## src/rtl/cpu_pipe_pkg.sv

```systemverilog
// Shared definitions for the 5-stage MIPS pipeline: exception codes, reset PC
// and the per-edge action decode used by every inter-stage register.
package cpu_pipe_pkg;

  localparam int EXC_W = 5;
  typedef logic [EXC_W-1:0] exc_t;

  // Code 0 means "no exception", so the interrupt gets a private code instead of ExcCode 0.
  localparam exc_t EXC_NONE = 5'd0;
  localparam exc_t EXC_ADEL = 5'd4;
  localparam exc_t EXC_ADES = 5'd5;
  localparam exc_t EXC_SYS  = 5'd8;
  localparam exc_t EXC_BP   = 5'd9;
  localparam exc_t EXC_RI   = 5'd10;
  localparam exc_t EXC_OV   = 5'd12;
  localparam exc_t EXC_INT  = 5'd31;

  localparam logic [31:0] RESET_PC = 32'h0000_3004;

  typedef enum logic [1:0] {
    ACT_LOAD   = 2'd0,
    ACT_HOLD   = 2'd1,
    ACT_BUBBLE = 2'd2,
    ACT_FLUSH  = 2'd3
  } stage_act_e;

  function automatic stage_act_e stage_action(input logic flush, input logic hold,
                                              input logic stall, input logic bubble_mode);
    stage_act_e act;
    if (flush) begin
      act = ACT_FLUSH;
    end else if (hold) begin
      act = ACT_HOLD;
    end else if (stall) begin
      act = bubble_mode ? ACT_BUBBLE : ACT_HOLD;
    end else begin
      act = ACT_LOAD;
    end
    return act;
  endfunction

endpackage

```

## src/rtl/pipe_fwd_slot.sv

```systemverilog
// One forwarding channel (5-bit register address + 32-bit data) of a pipeline
// register, with clear, hold and load.
module pipe_fwd_slot (
  input  logic        clk,
  input  logic        reset,
  input  logic        clr_i,
  input  logic        hold_i,
  input  logic [4:0]  addr_i,
  input  logic [31:0] data_i,
  output logic [4:0]  addr_o,
  output logic [31:0] data_o
);

  logic [4:0]  addr_q, addr_d;
  logic [31:0] data_q, data_d;

  // Next-state selection: clear wins over hold, hold wins over load.
  always_comb begin
    addr_d = addr_q;
    data_d = data_q;
    if (clr_i) begin
      addr_d = 5'd0;
      data_d = 32'd0;
    end else if (hold_i) begin
      addr_d = addr_q;
      data_d = data_q;
    end else begin
      addr_d = addr_i;
      data_d = data_i;
    end
  end

  // Channel state register.
  always_ff @(posedge clk) begin
    if (reset) begin
      addr_q <= 5'd0;
      data_q <= 32'd0;
    end else begin
      addr_q <= addr_d;
      data_q <= data_d;
    end
  end

  assign addr_o = addr_q;
  assign data_o = data_q;

endmodule

```

## src/rtl/pipe_stage_reg.sv

```systemverilog
// Inter-stage pipeline register with exception merge, flush/redirect, hold,
// hazard stall (hold or bubble) and a saturating bubble counter.
module pipe_stage_reg
  import cpu_pipe_pkg::*;
#(
  parameter int                DATA_W          = 96,
  parameter int                PC_W            = 32,
  parameter int                EXC_W           = cpu_pipe_pkg::EXC_W,
  parameter int                FWD_CH          = 1,
  parameter logic [PC_W-1:0]   RESET_PC        = cpu_pipe_pkg::RESET_PC,
  parameter int                BUBBLE_ON_STALL = 1,
  parameter int                CNT_W           = 16
) (
  input  logic                  clk,
  input  logic                  reset,
  input  logic                  flush_i,
  input  logic [PC_W-1:0]       flush_pc_i,
  input  logic                  hold_i,
  input  logic                  stall_i,
  input  logic                  in_valid_i,
  input  logic [PC_W-1:0]       in_pc_i,
  input  logic                  in_bd_i,
  input  logic [EXC_W-1:0]      in_exc_up_i,
  input  logic [EXC_W-1:0]      in_exc_local_i,
  input  logic [DATA_W-1:0]     in_data_i,
  input  logic [5*FWD_CH-1:0]   in_fwd_addr_i,
  input  logic [32*FWD_CH-1:0]  in_fwd_data_i,
  input  logic                  cnt_clr_i,
  output logic                  out_valid_o,
  output logic [PC_W-1:0]       out_pc_o,
  output logic                  out_bd_o,
  output logic [EXC_W-1:0]      out_exc_o,
  output logic [DATA_W-1:0]     out_data_o,
  output logic [5*FWD_CH-1:0]   out_fwd_addr_o,
  output logic [32*FWD_CH-1:0]  out_fwd_data_o,
  output logic [CNT_W-1:0]      bubble_cnt_o
);

  localparam logic BUBBLE_MODE = (BUBBLE_ON_STALL != 0);

  stage_act_e act_s;
  logic       fwd_clr_s;
  logic       fwd_hold_s;

  logic              valid_q, valid_d;
  logic [PC_W-1:0]   pc_q,    pc_d;
  logic              bd_q,    bd_d;
  logic [EXC_W-1:0]  exc_q,   exc_d;
  logic [DATA_W-1:0] data_q,  data_d;
  logic [CNT_W-1:0]  cnt_q,   cnt_d;

  assign act_s      = stage_action(flush_i, hold_i, stall_i, BUBBLE_MODE);
  // An invalid upstream slot must not leave stale forwarding info behind.
  assign fwd_clr_s  = (act_s == ACT_FLUSH) || (act_s == ACT_BUBBLE) ||
                      ((act_s == ACT_LOAD) && !in_valid_i);
  assign fwd_hold_s = (act_s == ACT_HOLD);

  for (genvar k = 0; k < FWD_CH; k++) begin : g_fwd
    pipe_fwd_slot u_slot (
      .clk    (clk),
      .reset  (reset),
      .clr_i  (fwd_clr_s),
      .hold_i (fwd_hold_s),
      .addr_i (in_fwd_addr_i[5*k +: 5]),
      .data_i (in_fwd_data_i[32*k +: 32]),
      .addr_o (out_fwd_addr_o[5*k +: 5]),
      .data_o (out_fwd_data_o[32*k +: 32])
    );
  end

  // Stage field next-state; a bubble keeps pc/bd so it still carries a usable EPC.
  always_comb begin
    valid_d = valid_q;
    pc_d    = pc_q;
    bd_d    = bd_q;
    exc_d   = exc_q;
    data_d  = data_q;
    case (act_s)
      ACT_FLUSH: begin
        valid_d = 1'b0;
        pc_d    = flush_pc_i;
        bd_d    = 1'b0;
        exc_d   = {EXC_W{1'b0}};
        data_d  = {DATA_W{1'b0}};
      end
      ACT_HOLD: begin
        valid_d = valid_q;
      end
      ACT_BUBBLE: begin
        valid_d = 1'b0;
        exc_d   = {EXC_W{1'b0}};
        data_d  = {DATA_W{1'b0}};
      end
      ACT_LOAD: begin
        valid_d = in_valid_i;
        pc_d    = in_pc_i;
        bd_d    = in_bd_i;
        if (in_valid_i) begin
          exc_d  = (in_exc_up_i != {EXC_W{1'b0}}) ? in_exc_up_i : in_exc_local_i;
          data_d = in_data_i;
        end else begin
          exc_d  = {EXC_W{1'b0}};
          data_d = {DATA_W{1'b0}};
        end
      end
      default: begin
        valid_d = valid_q;
      end
    endcase
  end

  // Bubble counter: clear beats increment; saturates instead of wrapping.
  always_comb begin
    cnt_d = cnt_q;
    if (cnt_clr_i) begin
      cnt_d = {CNT_W{1'b0}};
    end else if ((act_s == ACT_BUBBLE) && (cnt_q != {CNT_W{1'b1}})) begin
      cnt_d = cnt_q + CNT_W'(1);
    end else begin
      cnt_d = cnt_q;
    end
  end

  // Stage and counter registers.
  always_ff @(posedge clk) begin
    if (reset) begin
      valid_q <= 1'b0;
      pc_q    <= RESET_PC;
      bd_q    <= 1'b0;
      exc_q   <= {EXC_W{1'b0}};
      data_q  <= {DATA_W{1'b0}};
      cnt_q   <= {CNT_W{1'b0}};
    end else begin
      valid_q <= valid_d;
      pc_q    <= pc_d;
      bd_q    <= bd_d;
      exc_q   <= exc_d;
      data_q  <= data_d;
      cnt_q   <= cnt_d;
    end
  end

  assign out_valid_o  = valid_q;
  assign out_pc_o     = pc_q;
  assign out_bd_o     = bd_q;
  assign out_exc_o    = exc_q;
  assign out_data_o   = data_q;
  assign bubble_cnt_o = cnt_q;

endmodule
```

## config.mk

```make
export PLATFORM = sky130hd
export DESIGN_NAME = pipe_stage_reg
export DESIGN_NICKNAME = d
export VERILOG_FILES = /design/src/rtl/cpu_pipe_pkg.sv /design/src/rtl/pipe_fwd_slot.sv /design/src/rtl/pipe_stage_reg.sv
export SDC_FILE = /design/constraint.sdc
export NUM_CORES = 1
export LEC_CHECK = 0
export ABC_CLOCK_PERIOD_IN_PS = 5200
export BUFFER_PORTS_ARGS = -buffer_cell sky130_fd_sc_hd__buf_2
export CAP_MARGIN = 20
export CORE_AREA = 2 2 159 161
export CTS_BUF_LIST = sky130_fd_sc_hd__clkbuf_8
export DETAILED_ROUTE_END_ITERATION = 7
export DIE_AREA = 0 0 161 163
export PLACE_DENSITY_LB_ADDON = 0.08
export SYNTH_ARGS = -nofsm -noshare
export SYNTH_HDL_FRONTEND = slang
export SYNTH_SLANG_ARGS = --single-unit
export TNS_END_PERCENT = 1
```

## constraint.sdc

```tcl
create_clock -name clk -period 5.2 [get_ports clk]
set_input_delay 0.26 -clock clk [delete_from_list [all_inputs] [get_ports clk]]
set_output_delay 0.26 -clock clk [all_outputs]
set_load 0.05 [all_outputs]
```

== After elaboration in Yosys (flattened, before gate mapping) ==
Index checks and enable logic that the tools add are counted.
Word-level totals
  register bits after elaboration: 188
  input bits: 215
  output and inout bits: 188
  logic and storage cells: 36
Cells by class
  $add $sub $neg: 1
  equal/unequal tests: 4
  mux-type cells: 11
  reductions and logical operators: 12
Operator list (count)
  $pmux 96 s2: 1
  $mux 96: 1
  $pmux 32 s2: 1
  $add 16x1->16 const B: 1
  $ne 16x16->1 const B: 1
  $mux 5: 2
  $pmux 5 s2: 1
  $mux 2: 3
  $reduce_or 2->1: 3
  $reduce_bool 5->1: 1
  $eq 2x2->1 const B: 2
  $pmux 1 s2: 2
  $reduce_bool 2->1: 2
  $eq 2x1->1 const B: 1
  $logic_and 1x1->1: 2
  $logic_not 2->1: 1
  $logic_or 1x1->1: 2
  $logic_not 1->1: 1

== Depth between registers and ports, before layout ==
Gate-level depths: netlist of the first run.
  word-level depth: 7
  depth in mapped cells: 11
  gate-level depth less buffers: 7

== Modules after synthesis ==
Synthesis of the first run repeated with hierarchy kept, for this count alone.
Second synthesis, totals
  cell total of the unflattened synthesis: 738
  area, all modules: 7116.8 um^2
Modules (own cells, without submodules)
  pipe_stage_reg: instances 1, cells each 618, area each 5770.5 um^2, seq. area each 3022.9 um^2
  pipe_fwd_slot: instances 1, cells each 120, area each 1346.3 um^2, seq. area each 740.7 um^2

== Least setup slack after synthesis of the first run ==
OpenSTA, ideal clock, no wires.
  path kind: flip-flop to flip-flop
  start point: reg cnt_q[0] (netlist: bubble_cnt_o[0])
  end point: reg cnt_q[0] (netlist: bubble_cnt_o[0])
  setup time: 128 ps
  data arrival time: 2045 ps
  required time: 5072 ps
  path slack: 3027 ps
  stages on the path, launching flop included: 7
  path buffers: 1
  period minus slack after synthesis: 2173 ps
  cell sequence: dfxtp_1 -> ha_1 -> nand4_1 -> o41ai_4 -> buf_6 -> xor2_1 -> nor2_1
Between the ends
  cells in the longest elaborated chain, start to end: 2
  elaborated cells between the ends (all ways): 3
  classes of those cells: add/sub (1); eq/ne (1); reduce/logical (1)
RTL lines
  start, declared: line pipe_stage_reg.sv:50  | logic [CNT_W-1:0] cnt_q, cnt_d;
  start signal, assigned: line pipe_stage_reg.sv:132  | cnt_q <= {CNT_W{1'b0}};
  start signal, assigned: line pipe_stage_reg.sv:139  | cnt_q <= cnt_d;
  branches (longest 2 deep; another with $add 16x1->16)
Several ways; the timed one is not identified.
A chain may end at the register's enable or synchronous reset.

== Worst setup path in the final report of the first run ==
  start point: in hold_i
  end point: reg data_q[34] (netlist: out_data_o[34])
Between the ends
  cells in the longest elaborated chain, start to end: 5
  elaborated cells between the ends (all ways): 8
  classes of those cells: eq/ne (2); mux (3); reduce/logical (3)
RTL lines
  start, declared: line pipe_stage_reg.sv:18  | input logic hold_i,
  $mux 2 (*): line cpu_pipe_pkg.sv:32  | end else if (hold) begin
  $mux 2 (*): line cpu_pipe_pkg.sv:30  | if (flush) begin
  $eq 2x2->1: line pipe_stage_reg.sv:78  | case (act_s)
  $reduce_or 2->1 (no line)
  $pmux 96 s2 / $reduce_bool 2->1 (equally long branches)
  end signal, assigned: line pipe_stage_reg.sv:131  | data_q <= {DATA_W{1'b0}};
  end signal, assigned: line pipe_stage_reg.sv:138  | data_q <= data_d;
  end, declared: line pipe_stage_reg.sv:49  | logic [DATA_W-1:0] data_q, data_d;
Mark *: on every way between the ends. The rest lies on a longest branch, timed or not.

==> results.json, run 1 <==
{
  "multi_input_comb_area_sq_mm": 0.00292,
  "worst_r2r_startpoint": "bubble_cnt_o[0]",
  "finalPower_mw": 3.05,
  "fin_worst_skew_ps": 17.5,
  "critPathLaunchType": "input port",
  "power.leakage_nw": 4.63,
  "outcome": "complete, no violations",
  "floorplan.die.height_microns": 163,
  "synth-compound-area-share_pct": 20.0,
  "synthMuxAreaShare_pct": 4.76,
  "tns_ps": 0,
  "clock_tree_from_tritoncts": "yes",
  "post_route_cells_drive_above_1_share_pct": 38.0,
  "grt_setup_unrepaired": "no",
  "ff_latch_area_sq_mm": 0.00376,
  "clk_latency_ps": 460,
  "gpl.final_weighted_congestion": 0.769,
  "peakVddDrop_mv": 0.123,
  "synthMostInstantiatedCell": "sky130_fd_sc_hd__dfxtp_1",
  "rr_worst_depth": 5,
  "grt_max_degree": 135,
  "library_cell_with_the_largest_summed_area_after_synthesis": "sky130_fd_sc_hd__dfxtp_1",
  "worstHoldPathType": "input port to flop",
  "worst_r2r_end": "bubble_cnt_o[6]",
  "post_drt_via_cell_ratio": 4.57,
  "synthSimpleGateAreaFrac_pct": 16.2,
  "synth-seq-cells": 188,
  "synth-main-ff-cell": "sky130_fd_sc_hd__dfxtp_1",
  "drc_errors": 0,
  "grt_overflow_total": 0,
  "drv_slew": 0,
  "placement_rows": 58,
  "fraction_of_the_yosys_area_taken_by_sequential_cells_pct": 54.3,
  "placed_cells": 1442,
  "placeableCoreArea_sq_mm": 0.0247,
  "final_nets": 1397,
  "clock.fmax_mhz": 399,
  "number_of_max_cap_violations": 0,
  "synth_fa_ha_area_share_pct": 0.722,
  "tightest_hold_margin_ps": 32.9,
  "worstPathRequired_ps": 5590,
  "final_clock_period_utilization_by_the_worst_path_pct": 48.2,
  "dpl.hpwl_microns": 17000,
  "clock_tree.buffer_depth": 2,
  "setup_crit_start": "hold_i",
  "yosys-top-cells-count": "sky130_fd_sc_hd__dfxtp_1, sky130_fd_sc_hd__nor2_1, sky130_fd_sc_hd__a22oi_1",
  "path_class": "input port to flop",
  "postSynth.asyncResetShare_pct": 0,
  "layout-area-overhead-vs-synth_pct": 45.7,
  "horiz_die_dim_microns": 161,
  "via_count": 6963,
  "slew_headroom_pct": 32.6,
  "ios": 403,
  "synth-edff-count": 0,
  "postSynthNetCount": 984,
  "cp_data_arrival_time_ps": 2900,
  "number_of_antenna_violations_at_the_first_check_in_global_routing": 2,
  "initial_core_util_pct": 28.1,
  "worstSetupEndpoint": "out_data_o[34]",
  "first_pass_iters": 5,
  "post_synth_main_area_contributors": "sky130_fd_sc_hd__dfxtp_1, sky130_fd_sc_hd__a22oi_1, sky130_fd_sc_hd__nor2_1",
  "crit_path_end_kind": "flop",
  "final-instance-count-excl-fill": 1522,
  "number_of_buffers_added_on_ports": 402,
  "tightest_slew_ps": 1010,
  "drt_antenna_net_count": 0,
  "cts.clk_slew.worst_paths_ps": 120,
  "grt_first_pass_wirelength_microns": 36700,
  "yosysUniqueCellTypes": 33,
  "drt_iter0_drc": 401,
  "drt-wirelength-per-cell_microns": 16.0,
  "num-fill-cells": 2593,
  "setup_violations": 0,
  "layout_min_cycle_time_ps": 2510,
  "ys_warn_count": 0,
  "critical_path_peak_fanout": 85,
  "wl_microns": 24300,
  "netlist_area_sq_mm": 0.00694,
  "first_global_vias": 6634,
  "cts-htree-levels": 4,
  "utilization_pct": 41.0,
  "grt_use_total_pct": 17.7,
  "synthDominantCellAreaShare_pct": 54.3,
  "syn-instance-count": 765,
  "cts_buffers": 17,
  "die_area_sq_mm": 0.0262,
  "cts.sink_count": 188,
  "synth.avg_cell_area_sq_um": 9.07,
  "clock-root-buffer": "sky130_fd_sc_hd__clkbuf_8",
  "final_hold_viol_count": 0,
  "synth-xor-area-share_pct": 0.126,
  "power_density_mw_per_mm2": 302,
  "synth_top_family_by_area": "compound AO/OA/AOI/OAI gates",
  "setup.reg_to_reg.worst_slack_ps": 2960
}
[cells by family after synthesis]
logic type / Yosys count
compound gates: 207
xor+xnor: 1
fa+ha+maj: 4
buf+inv: 66
flops: 188
mux: 33
simple gates: 266
[metal layers]
layer | GRT usage [%] | vias up | routed length, microns
li1 | - | 3527 | -
met1 | 20.7 | 3169 | 10100
met2 | 31.5 | 251 | 12200
met3 | 6.04 | 14 | 1840
met4 | 3.49 | 2 | 180
met5 | 0 | - | 16
[flip-flops by register name, indices dropped and copies added, names as in the netlist]
signal               flops
out_bd_o                 1
out_exc_o                5
out_valid_o              1
g_fwd.u_slot.addr_o      5
bubble_cnt_o            16
out_data_o              96
out_pc_o                32
g_fwd.u_slot.data_o     32
[per-stage QoR]
step / setup slack, ps / area [sq um]
global route: 2480 / 10100
detailed placement: 2210 / 9190
finish: 2690 / 10100
floorplan: 3030 / 6940
global placement: 2250 / 9190
CTS: 2720 / 10100
[worst max-delay path, stage by stage]
cell and delay (ps):
sky130_fd_sc_hd__buf_2 100, sky130_fd_sc_hd__inv_1 70, sky130_fd_sc_hd__a21o_1 190, sky130_fd_sc_hd__inv_1 60, sky130_fd_sc_hd__ha_2 150, sky130_fd_sc_hd__buf_4 480
sky130_fd_sc_hd__and3_4 930, sky130_fd_sc_hd__buf_4 350, sky130_fd_sc_hd__a22oi_1 90, sky130_fd_sc_hd__nor2_1 110
[worst min path at each step]
stage / end / slack [ps] / start / depth (start not counted)
after floorplan: g_fwd[0].u_slot.addr_o[0] / 400 / in_fwd_addr_i[0] / 2
after global placement: out_exc_o[3] / 430 / out_exc_o[3] / 2
after detailed placement: g_fwd[0].u_slot.addr_o[1] / 440 / g_fwd[0].u_slot.addr_o[1] / 2
after CTS: out_data_o[23] / 0.1 / in_data_i[23] / 3
after global routing: g_fwd[0].u_slot.data_o[6] / 1 / in_fwd_data_i[6] / 3
final: out_data_o[47] / 30 / in_data_i[47] / 3
[placed cells by master, fill, tap and decap left out, drive strengths merged, types with 8 or more instances in the layout]
master / n
nand4: 8
inv: 14
mux2i: 33
nor2: 136
dfxtp: 188
a211oi: 29
a22oi: 96
clkbuf: 18
nand2: 86
o21ai: 15
a21oi: 59
dlygate4sd3: 46
or3: 8
buf: 409
[what timing repair did]
item	4_1_cts	5_1_grt
setup buffers	0	0
hold buffers	44	2
gates resized for setup	0	0
hold endpoints to repair	44	2
[area by class of cell]
type                       count  share of cell area, %
timing repair buffer         455                   25.3
tap                          330                   4.08
multi-input combinational    511                   28.9
clock inverter                14                   1.87
clock buffer                  18                   2.45
inverter                       5                  0.186
antenna                        1                 0.0248
sequential                   188                   37.2
[where the power goes]
part / total [mW] / switching [mW] / internal [mW]
Combinational: 0.497 / 0.333 / 0.164
Sequential: 1.51 / 0.0215 / 1.49
Clock: 1.05 / 0.614 / 0.432
No activity file was read; power rests on OpenSTA's default activity.
==> run 2: changes to the inputs <==
- ABC_AREA: unset -> 1
- ABC_CLOCK_PERIOD_IN_PS: 5200 -> 2110
- CORE_AREA: 2 2 159 161 -> 2 2 155 157
- DIE_AREA: 0 0 161 163 -> 0 0 157 159
- clock period: 5.2 -> 2.11 ns (I/O delays scaled with it)
==> results.json, run 2 <==
{
  "synth-xor-area-share_pct": 0.691,
  "placement_rows": 56,
  "placed_cells": 1741,
  "drt-wirelength-per-cell_microns": 13.9,
  "sequentialPowerShare_pct": 48.8,
  "layout.cells.most_common_list": "sky130_fd_sc_hd__nand2_1, sky130_fd_sc_hd__buf_2, sky130_fd_sc_hd__dlygate4sd3_1, sky130_fd_sc_hd__dfxtp_1, sky130_fd_sc_hd__a21oi_1",
  "drt_iter0_drc": 474,
  "via_count": 8645,
  "initial_core_util_pct": 32.8,
  "first_pass_iters": 5,
  "postSynthNetCount": 1289,
  "drv_slew": 0,
  "synth_fa_ha_area_share_pct": 0.659,
  "critPathLaunchType": "input port",
  "grt_first_pass_wirelength_microns": 42400,
  "path_class": "input port to flop",
  "synthDominantCellAreaShare_pct": 49.5,
  "worstHoldPathType": "input port to flop",
  "outcome": "complete, no violations",
  "final_hold_viol_count": 0,
  "synthSimpleGateAreaFrac_pct": 28.3,
  "peakVddDrop_mv": 0.303,
  "library_cell_with_the_largest_summed_area_after_synthesis": "sky130_fd_sc_hd__dfxtp_1",
  "gpl.final_weighted_congestion": 0.813,
  "synth.avg_cell_area_sq_um": 7.10,
  "crit_path_end_kind": "flop",
  "worst_path_max_delay_cell": "sky130_fd_sc_hd__dlygate4sd3_1",
  "postCtsResizedCells": 0,
  "slew_headroom_pct": 53.5,
  "ys_warn_count": 0,
  "switching_share_pct": 31.7,
  "post_route_cells_drive_above_1_share_pct": 27.8,
  "grt_overflow_total": 0,
  "dpl.hpwl_microns": 18500,
  "tightest_slew_ps": 697,
  "grt_max_degree": 140,
  "finalPower_mw": 7.63,
  "drt_antenna_net_count": 0,
  "synth-compound-area-share_pct": 11.6,
  "final_common_cell": "sky130_fd_sc_hd__nand2_1",
  "final_critical_path_setup_slack_ps": 274,
  "timing.critical_path.max_delay_family": "buffers and inverters",
  "placeableCoreArea_sq_mm": 0.0232,
  "power_density_mw_per_mm2": 622,
  "cts.sink_count": 188,
  "postSynth.asyncResetShare_pct": 0,
  "pre_cts_slack_ps": 375,
  "cp_data_arrival_time_ps": 2190,
  "fin_worst_skew_ps": 29.2,
  "cts.clk_slew.worst_paths_ps": 100,
  "share_of_total_power_in_combinational_logic_pct": 20.7,
  "die_area_sq_mm": 0.0250,
  "setup_violations": 0,
  "layout-area-overhead-vs-synth_pct": 61.5,
  "drc_errors": 0,
  "path_buf_inv": 6,
  "clock-root-buffer": "sky130_fd_sc_hd__clkbuf_8",
  "post_synth_main_area_contributors": "sky130_fd_sc_hd__dfxtp_1, sky130_fd_sc_hd__nand2_1, sky130_fd_sc_hd__a21oi_1",
  "floorplan.die.height_microns": 159,
  "synthMostInstantiatedCell": "sky130_fd_sc_hd__nand2_1",
  "post_drt_via_cell_ratio": 4.37,
  "final-instance-count-excl-fill": 1977,
  "worstPathRequired_ps": 2470,
  "switchingPower_mw": 2.42,
  "largest_register_ff_count": 96,
  "clk_latency_ps": 470,
  "synth-seq-cells": 188,
  "grt_use_total_pct": 21.2,
  "number_of_antenna_violations_at_the_first_check_in_global_routing": 0,
  "final_clock_period_utilization_by_the_worst_path_pct": 87.0,
  "synth_top_family_by_area": "simple AND/OR/NAND/NOR gates",
  "critical_path_peak_fanout": 20,
  "placed_area_sq_mm": 0.00985,
  "critical-path-max-stage-delay_ps": 580,
  "pwr-share-clk_pct": 30.5,
  "yosysUniqueCellTypes": 23,
  "critical_path.most_common_cell": "sky130_fd_sc_hd__inv_1",
  "tns_ps": 0,
  "grt_setup_unrepaired": "no",
  "synth-main-ff-cell": "sky130_fd_sc_hd__dfxtp_1",
  "netlist_area_sq_mm": 0.00760,
  "clock_tree_from_tritoncts": "yes",
  "final_nets": 1865,
  "antenna_cells": 0,
  "cts_setup_buffers": 0,
  "clock.fmax_mhz": 545,
  "synthMuxAreaShare_pct": 0,
  "p_int_mw": 5.21,
  "syn-instance-count": 1070,
  "synth-edff-count": 0,
  "layout_min_cycle_time_ps": 1840,
  "yosys-top-cells-count": "sky130_fd_sc_hd__nand2_1, sky130_fd_sc_hd__dfxtp_1, sky130_fd_sc_hd__a21oi_1",
  "fraction_of_the_yosys_area_taken_by_sequential_cells_pct": 49.5,
  "wl_microns": 27500,
  "ios": 403,
  "cts-htree-levels": 4,
  "fin_area_sq_mm": 0.0123,
  "horiz_die_dim_microns": 157,
  "cts_buffers": 17,
  "number_of_buffers_added_on_ports": 402,
  "crit_path_cell_trace": "buf_2 -> inv_2 -> a21oi_1 -> inv_1 -> ha_2 -> buf_4 -> nand3_1 -> dlygate4sd3_1 -> o211ai_1 -> inv_1",
  "power.leakage_nw": 6.13,
  "first_global_vias": 8595,
  "number_of_max_cap_violations": 0,
  "clock_tree.buffer_depth": 2
}
==> run 2: changes by cell type after synthesis, moves of 6 or more <==
cell,change
sky130_fd_sc_hd__mux2i_1,-33
sky130_fd_sc_hd__or4_1,-6
sky130_fd_sc_hd__nand2_1,+375
sky130_fd_sc_hd__buf_2,+18
sky130_fd_sc_hd__o211ai_1,+27
sky130_fd_sc_hd__inv_1,+86
sky130_fd_sc_hd__nor2_1,-101
sky130_fd_sc_hd__or3_1,-8
sky130_fd_sc_hd__a22oi_1,-96
sky130_fd_sc_hd__nand3_1,+34
sky130_fd_sc_hd__clkbuf_1,-18
sky130_fd_sc_hd__inv_2,+6
sky130_fd_sc_hd__a21oi_1,+58
sky130_fd_sc_hd__a211oi_1,-29
==> run 2: area by class of cell <==
type | count | area, sq um
Fill cell | 2350 | 10900
Sequential cell | 188 | 3760
Clock buffer | 18 | 248
Tap cell | 319 | 399
Multi-Input combinational cell | 719 | 3140
Timing Repair Buffer | 622 | 4230
Inverter | 98 | 368
Clock inverter | 13 | 126
==> run 2: tightest hold or removal path, cell delays in order <==
cell	delay, ps
sky130_fd_sc_hd__buf_2	80
sky130_fd_sc_hd__inv_1	30
sky130_fd_sc_hd__nor2_1	80
sky130_fd_sc_hd__o21ai_0	80
sky130_fd_sc_hd__a21oi_1	110
==> run 2: metal layers <==
metal  vias up  routed length, microns  global-route usage, %
li1       4474                       -                      -
met1      3841                   11500                   23.8
met2       282                   13300                   38.0
met3        48                    1940                   6.02
met4         0                     773                   7.46
met5         -                       0                      0
==> run 2: path summary, 6_finish.rpt <==
| kind | endpoint | depth (start not counted) | slack (ps) | startpoint |
|---|---|---|---|---|
| setup / recovery | out_pc_o[0] | 10 | 270 | hold_i |
| hold / removal | out_exc_o[0] | 5 | 60 | in_exc_local_i[0] |
| setup reg to reg | bubble_cnt_o[9] | 9 | 440 | bubble_cnt_o[0] |
| hold reg to reg | out_data_o[70] | 2 | 460 | out_data_o[70] |
==> run 2: cells by family (layout without fill, tap and decap cells) <==
kind of cell	after synthesis	in the layout
AO/OA/AOI/OAI	161	161
XOR/XNOR	6	6
adder cells (fa/ha/maj)	4	4
buffers and inverters	163	751
flip-flops	188	188
AND/OR/NAND/NOR	548	548
==> run 2: power groups by stage <==
stage | Combinational (mW) | Sequential, mW | Clock, mW
after floorplan | 0.384 | 4.21 | 0
after global placement | 1.23 | 3.81 | 0
after detailed placement | 1.23 | 3.81 | 0
after CTS | 1.58 | 3.73 | 2.42
after global routing | 1.70 | 3.74 | 2.57
final | 1.58 | 3.73 | 2.33
==> run 2: through the flow <==
stage                     hold WS [ps]  util, %
after global placement             355     42.5
after detailed placement           361     42.5
final                             59.6     52.9
after floorplan                    249        -
after CTS                         22.0     52.9
after global routing              29.1     52.9
==> run 2: what timing repair did <==
item | in CTS | in global routing
setup endpoints to repair | 0 | 0
hold buffers | 205 | 0
endpoints found under the hold margin | 176 | 0
